$ cat src/rtl/serial_tx.sv
// serial_tx: tick-paced asynchronous serial transmitter.
// Shifts a parallel word out LSB-first as start bit, data bits, optional
// parity bit and one or two stop bits. Each line bit lasts one iTick period;
// oLoad reloads the upstream baud divider on accept so the start bit gets a
// full period.
module serial_tx #(
    parameter int DATABITS   = 8,
    parameter int PARITY_EN  = 0,
    parameter int PARITY_ODD = 0,
    parameter int STOPBITS   = 1
) (
    input  logic                iClk,
    input  logic                iReset,
    input  logic                iTick,
    input  logic [DATABITS-1:0] iData,
    input  logic                iValid,
    output logic                oReady,
    output logic                oLoad,
    output logic                oTx,
    output logic                oBusy,
    output logic                oDone
);

    localparam int            CW       = (DATABITS > 1) ? $clog2(DATABITS) : 1;
    localparam logic [CW-1:0] LAST_BIT = CW'(DATABITS - 1);
    localparam logic          PAR_ON   = (PARITY_EN != 0);
    localparam logic          PAR_ODD  = (PARITY_ODD != 0);
    localparam logic          TWO_STOP = (STOPBITS == 2);

    typedef enum logic [2:0] {
        S_IDLE   = 3'd0,
        S_START  = 3'd1,
        S_DATA   = 3'd2,
        S_PARITY = 3'd3,
        S_STOP   = 3'd4
    } state_t;

    // Parity of a data word, optionally inverted for odd parity.
    function automatic logic f_parity(input logic [DATABITS-1:0] d, input logic odd);
        return (^d) ^ odd;
    endfunction

    state_t                r_state;
    logic [DATABITS-1:0]   r_shift;
    logic [CW-1:0]         r_bitcnt;
    logic                  r_stopcnt;
    logic                  r_par;
    logic                  r_tx;
    logic                  r_busy;
    logic                  r_done;

    state_t                w_state_next;
    logic [DATABITS-1:0]   w_shift_next;
    logic [CW-1:0]         w_bitcnt_next;
    logic                  w_stopcnt_next;
    logic                  w_par_next;
    logic                  w_tx_next;
    logic                  w_busy_next;
    logic                  w_done_next;
    logic                  w_accept;
    logic                  w_last_stop;

    assign oReady      = (r_state == S_IDLE);
    assign w_accept    = iValid && (r_state == S_IDLE) && !iReset;
    assign oLoad       = w_accept;
    assign oTx         = r_tx;
    assign oBusy       = r_busy;
    assign oDone       = r_done;
    assign w_last_stop = TWO_STOP ? r_stopcnt : 1'b1;

    // State and datapath registers; reset forces an idle line immediately.
    always_ff @(posedge iClk or posedge iReset) begin
        if (iReset) begin
            r_state   <= S_IDLE;
            r_shift   <= '0;
            r_bitcnt  <= '0;
            r_stopcnt <= 1'b0;
            r_par     <= 1'b0;
            r_tx      <= 1'b1;
            r_busy    <= 1'b0;
            r_done    <= 1'b0;
        end else begin
            r_state   <= w_state_next;
            r_shift   <= w_shift_next;
            r_bitcnt  <= w_bitcnt_next;
            r_stopcnt <= w_stopcnt_next;
            r_par     <= w_par_next;
            r_tx      <= w_tx_next;
            r_busy    <= w_busy_next;
            r_done    <= w_done_next;
        end
    end

    // Next-state, datapath and frame-sequencing logic.
    always_comb begin
        w_state_next   = r_state;
        w_shift_next   = r_shift;
        w_bitcnt_next  = r_bitcnt;
        w_stopcnt_next = r_stopcnt;
        w_par_next     = r_par;
        w_done_next    = 1'b0;
        case (r_state)
            S_IDLE: begin
                if (w_accept) begin
                    w_state_next   = S_START;
                    w_shift_next   = iData;
                    w_par_next     = f_parity(iData, PAR_ODD);
                    w_bitcnt_next  = '0;
                    w_stopcnt_next = 1'b0;
                end else begin
                    w_state_next = S_IDLE;
                end
            end
            S_START: begin
                if (iTick) begin
                    w_state_next  = S_DATA;
                    w_bitcnt_next = '0;
                end else begin
                    w_state_next = S_START;
                end
            end
            S_DATA: begin
                if (iTick) begin
                    w_shift_next = {1'b0, r_shift[DATABITS-1:1]};
                    if (r_bitcnt == LAST_BIT) begin
                        w_stopcnt_next = 1'b0;
                        if (PAR_ON) begin
                            w_state_next = S_PARITY;
                        end else begin
                            w_state_next = S_STOP;
                        end
                    end else begin
                        w_bitcnt_next = r_bitcnt + {{(CW-1){1'b0}}, 1'b1};
                    end
                end else begin
                    w_state_next = S_DATA;
                end
            end
            S_PARITY: begin
                if (iTick) begin
                    w_state_next   = S_STOP;
                    w_stopcnt_next = 1'b0;
                end else begin
                    w_state_next = S_PARITY;
                end
            end
            S_STOP: begin
                if (iTick) begin
                    if (w_last_stop) begin
                        w_state_next = S_IDLE;
                        w_done_next  = 1'b1;
                    end else begin
                        w_stopcnt_next = 1'b1;
                    end
                end else begin
                    w_state_next = S_STOP;
                end
            end
            default: begin
                w_state_next = S_IDLE;
            end
        endcase
    end

    // Registered line level and busy flag, derived from the upcoming state.
    always_comb begin
        w_tx_next   = 1'b1;
        w_busy_next = (w_state_next != S_IDLE);
        case (w_state_next)
            S_IDLE:   w_tx_next = 1'b1;
            S_START:  w_tx_next = 1'b0;
            S_DATA:   w_tx_next = w_shift_next[0];
            S_PARITY: w_tx_next = w_par_next;
            S_STOP:   w_tx_next = 1'b1;
            default:  w_tx_next = 1'b1;
        endcase
    end

endmodule

$ cat config.mk
export PLATFORM = sky130hd
export DESIGN_NAME = serial_tx
export DESIGN_NICKNAME = d
export VERILOG_FILES = /design/src/rtl/serial_tx.sv
export SDC_FILE = /design/constraint.sdc
export NUM_CORES = 1
export LEC_CHECK = 0
export CAP_MARGIN = 20
export CORE_UTILIZATION = 45
export CTS_BUF_LIST = sky130_fd_sc_hd__clkbuf_16
export DETAILED_ROUTE_END_ITERATION = 8
export DONT_BUFFER_PORTS = 1
export HOLD_SLACK_MARGIN = 0.12
export PLACE_DENSITY_LB_ADDON = 0.15
export SKIP_CTS_REPAIR_TIMING = 1
export SLEW_MARGIN = 20
export SYNTH_ARGS = -nofsm -noshare
export SYNTH_HDL_FRONTEND = slang
export SYNTH_SLANG_ARGS = --single-unit
$ cat constraint.sdc
create_clock -name iClk -period 2.4 [get_ports iClk]
set_input_delay 0.6 -clock iClk [delete_from_list [all_inputs] [get_ports iClk]]
set_output_delay 0.6 -clock iClk [all_outputs]
set_load 0.005 [all_outputs]
-- Word level (Yosys, flattened, before mapping)
Index checks and enable logic that the tools add are counted.
- register bits after elaboration: 18
- input bits: 12
- output and inout bits: 5
- word-level logic and storage cells: 51
- $add $sub $neg: 1
- eq/ne operators: 12
- muxes and demuxes: 20
- reduce and logical (&&, ||, !) cells: 10
- operators with widths (kind ; number):
    two-way mux 3 bit ; 8
    two-way mux 8 bit ; 2
    case mux 8 bit (2 select lines) ; 1
    case mux 3 bit (5 select lines) ; 1
    equality test 3 x 2 -> 1 bit, second input constant ; 4
    case mux 3 bit (3 select lines) ; 1
    parity 8 bit ; 1
    equality test 3 x 1 -> 1 bit, second input constant ; 2
    equality test 3 bit, second input constant ; 2
    inequality test 2 bit, second input constant ; 3
    nonzero test 3 bit ; 2
    two-way mux 1 bit ; 5
    AND reduction 5 bit ; 1
    adder 3 x 1 -> 3 bit, second input constant ; 1
    logical NOT 3 bit ; 1
    case mux 1 bit (3 select lines) ; 1
    AND reduction 3 bit ; 1
    logical AND 1 bit ; 2
    two-way mux 2 bit ; 1
    inequality test 2 x 1 -> 1 bit, second input constant ; 1
    nonzero test 2 bit ; 1
    logical NOT 1 bit ; 1

-- Logic depth before layout (Yosys ltp)
- depth in word-level cells: 7
- gate-level depth with buffers: 7

-- Worst setup path after synthesis
Ideal clock, no wire load.
- path kind: input port to output port
- start point: in iValid
- end point: out oLoad
- arrival: 1.187 ns
- data required time: 1.800 ns
- path slack: 0.613 ns
- stages: 4
- buffers on the path: 1
- cells stage by stage: nor2b_1 -> nand2_1 -> inv_1 -> buf_2
- cells in the longest elaborated chain, start to end: 2
- ends and longest elaborated chain (element ; line ; text):
    start: declaration ; 16 ; input logic iValid,
    logical AND 1 bit (2 in a row) ; 64 ; assign w_accept = iValid && (r_state == S_IDLE) && !iReset;
    end: declaration ; 18 ; output logic oLoad,
Every way passes these cells.

-- Worst setup path in the final report
- start point: reg r_state[2]
- end point: out oLoad
- cells in the longest elaborated chain, start to end: 3
- ends and longest elaborated chain (element ; line ; text):
    start: declaration ; 43 ; state_t r_state;
    start signal: assignment ; 83 ; r_state <= w_state_next;
    logical NOT 3 bit ; n/a ;
    via oReady ; 17 ; output logic oReady,
    logical AND 1 bit (2 in a row) ; 64 ;
The timed path passes the listed nets, and every way through them passes these cells.

==> flow_metrics.env <==
export IMPL_yosys_cell_count_top_type="dfrtp_1"
export IMPL_p_sw_uw=394
export IMPL_report_final_slew_viol_count=0
export IMPL_total_power_mw=1.22
export IMPL_worst_slew_pin_slew_ns=0.708
export IMPL_r2r_cells=6
export IMPL_synth_nets=109
export IMPL_start_util_pct=48.4
export IMPL_swShare_pct=32.3
export IMPL_coreArea_mm2=0.00200
export IMPL_wirelength_um=1750
export IMPL_drive_gt1_share_pct=12.8
export IMPL_hold_class="input port to async pin"
export IMPL_rsz0062_at_grt="no"
export IMPL_synth_cell_types=31
export IMPL_worstSetupPathType="flip-flop to output pin"
export IMPL_cts_sinks=18
export IMPL_via_count=663
export IMPL_antenna_left=0
export IMPL_gp_congestion=0.712
export IMPL_die_area_mm2=0.00234
export IMPL_r2r_start="r_bitcnt[0]$_DFFE_PP0P_"
export IMPL_status="finished, final reports clean"
export IMPL_yosys_area_top_type="dfrtp_1"
export IMPL_fin_tns_setup_ns=0
export IMPL_crit_fanout=12
export IMPL_antenna_found_initial=0
export IMPL_postSynthAreaPerCell_um2=10.2
export IMPL_period_minus_slack_ns=2.02
export IMPL_fin_area_mm2=0.00105
export IMPL_cp_top_family="flip-flops"
export IMPL_yosys_register_bits=18
export IMPL_synthCells=95
export IMPL_power_leakage_nw=0.496
export IMPL_clkTransAtPathRegs_ns=0.05
export IMPL_hold_viol=0
export IMPL_finalNetCount=109
export IMPL_post_route_period_util_pct=84.3
export IMPL_cp_slowest_cell="dfrtp_1"
export IMPL_grt_max_degree=19
export IMPL_clock_fmax_mhz=494
export IMPL_grt_use_total_pct=16.1
export IMPL_maxSlewHeadroom_pct=52.8
export IMPL_netlist_top_cells_count="dfrtp_1, nand2_1, xnor2_1"
export IMPL_via_per_inst=5.48
export IMPL_async_flop_share_pct=100
export IMPL_seq_area_frac_synth_pct=46.6
export IMPL_rows=16
export IMPL_fin_util_pct=52.3
export IMPL_place_area_um2=968
export IMPL_ir_drop_uv=543
export IMPL_clockBufferDepth=2
export IMPL_setup_violations=0
export IMPL_pwr_share_comb_pct=29.3
export IMPL_cts_tree="yes"
export IMPL_drc=0
export IMPL_p_int_uw=825
export IMPL_synth_flop_cell="dfrtp_1"
export IMPL_setup_worst_path_start="r_state[2]$_DFF_PP0_"
export IMPL_drt_iter0_drc=5
export IMPL_p_per_area_mw_per_mm2=1160
export IMPL_dr_pass1_iters=4
export IMPL_seq_power_share_pct=43.1
export IMPL_die_y_um=48.4
export IMPL_cts_max_level=1
export IMPL_hpwl_um=1240
export IMPL_cts_root_buf="clkbuf_16"
export IMPL_first_global_vias=665
export IMPL_cp_cell_sequence="nor3_4, nand2_1, inv_1"
export IMPL_portBuffers=0
export IMPL_path_depth=3
export IMPL_routedWlPerCell_um=14.4
export IMPL_synthesis_area_um2=970
export IMPL_synth_edf_count=0
export IMPL_yosys_top_cells_area="dfrtp_1, xnor2_1, nand2_1"
export IMPL_ys_warnings_count=0
export IMPL_die_width_um=48.4
export IMPL_fillers=193
export IMPL_cp_data_arrival_time_ns=1.42
export IMPL_grt_overflow=0
export IMPL_end_kind="output pin"
export IMPL_p_clk_share_pct=27.5
export IMPL_ios=17
export IMPL_area_growth_pct=8.00
export IMPL_critPathBufInv=1
export IMPL_synth_top_area_share_pct=43.9
export IMPL_slowest_delay_ns=0.53
export IMPL_insertion_delay_ns=0.25
export IMPL_skew_ns=0.00275
export IMPL_antenna_cells=0
export IMPL_crit_path_start_kind="flip-flop"
export IMPL_grt_pass1_wl_um=2890
export IMPL_required_ns=1.80
export IMPL_maxCapViolCount=0
export IMPL_numCtsBuffers=3
==> power by group through the flow <==
stage	clock [mW]	combinational, mW	sequential, mW
4_1_cts	0.346	0.367	0.528
2_1_floorplan	0	0.359	0.477
5_1_grt	0.355	0.409	0.545
6_report	0.336	0.358	0.526
3_5_place_dp	0	0.366	0.533
3_3_place_gp	0	0.354	0.530
==> stage by stage <==
| step | hold slack [ns] | worst slack (ns) | std cells |
|---|---|---|---|
| 2_1_floorplan | 0.446 | 0.613 | 95 |
| 3_3_place_gp | 0.463 | 0.637 | 117 |
| 3_5_place_dp | 0.464 | 0.567 | 117 |
| 4_1_cts | 0.377 | 0.362 | 121 |
| 5_1_grt | 0.427 | 0.316 | 121 |
| 6_report | 0.348 | 0.376 | 121 |
==> layout make-up <==
cell class | instances | area (um^2) | share of cell area (%)
multi-input cells | 68 | 464 | 44.3
flip-flops and latches | 18 | 452 | 43.1
clock inverters | 1 | 3.75 | 0.358
clock buffers | 3 | 75.1 | 7.17
inverters | 3 | 11.3 | 1.08
well taps | 27 | 33.8 | 3.23
repair buffers | 1 | 7.51 | 0.717
==> path summary, 6_finish.rpt <==
check                      slack (ns)                       to
setup reg to reg                 0.58  r_bitcnt[0]$_DFFE_PP0P_
hold / removal                   0.35   r_shift[6]$_DFFE_PP0P_
hold reg to reg                  0.47   r_shift[4]$_DFFE_PP0P_
setup / recovery                 0.38                    oLoad
min in group iClk                0.47   r_shift[4]$_DFFE_PP0P_
max in group asynchronous        1.60  r_bitcnt[1]$_DFFE_PP0P_
==> per-layer routing <==
metal / up-vias / wire length (um) / global-route usage [%]
li1: 324 / - / -
met1: 316 / 752 / 19.7
met2: 19 / 895 / 26.8
met3: 4 / 75 / 3.14
met4: 0 / 22 / 8.82
met5: - / 0 / 0
==> layout by cell type (no fill, tap or decap), types with 3 or more instances in the layout <==
cell,netlist,layout
o21ai_0,4,4
inv_1,3,4
clkbuf_16,0,3
nor2b_1,3,3
nor2_1,4,4
mux2_2,3,3
and3_1,3,3
a22oi_1,6,6
nand2_1,15,15
xnor2_1,7,7
dfrtp_1,17,17
==> registers in the layout (all words and copies together) (netlist names) <==
signal / count
r_state: 3
r_par: 1
r_bitcnt: 3
oTx: 1
oDone: 1
oBusy: 1
r_shift: 8
==> cell families (layout without fill, tap and decap cells) <==
| family | count (synthesis) | count (layout) | share of synthesized area (%) |
|---|---|---|---|
| AOI/OAI and AO/OA | 22 | 22 | 16.4 |
| xor gates and xnor gates | 7 | 7 | 6.32 |
| adders and majority gates | 2 | 2 | 2.58 |
| buffers and inverters | 9 | 8 | 5.55 |
| DFF | 18 | 18 | 46.6 |
| muxes | 3 | 3 | 3.48 |
| and+or+nand+nor | 34 | 34 | 19.1 |
Note: power is estimated with default switching activity, not from simulation.
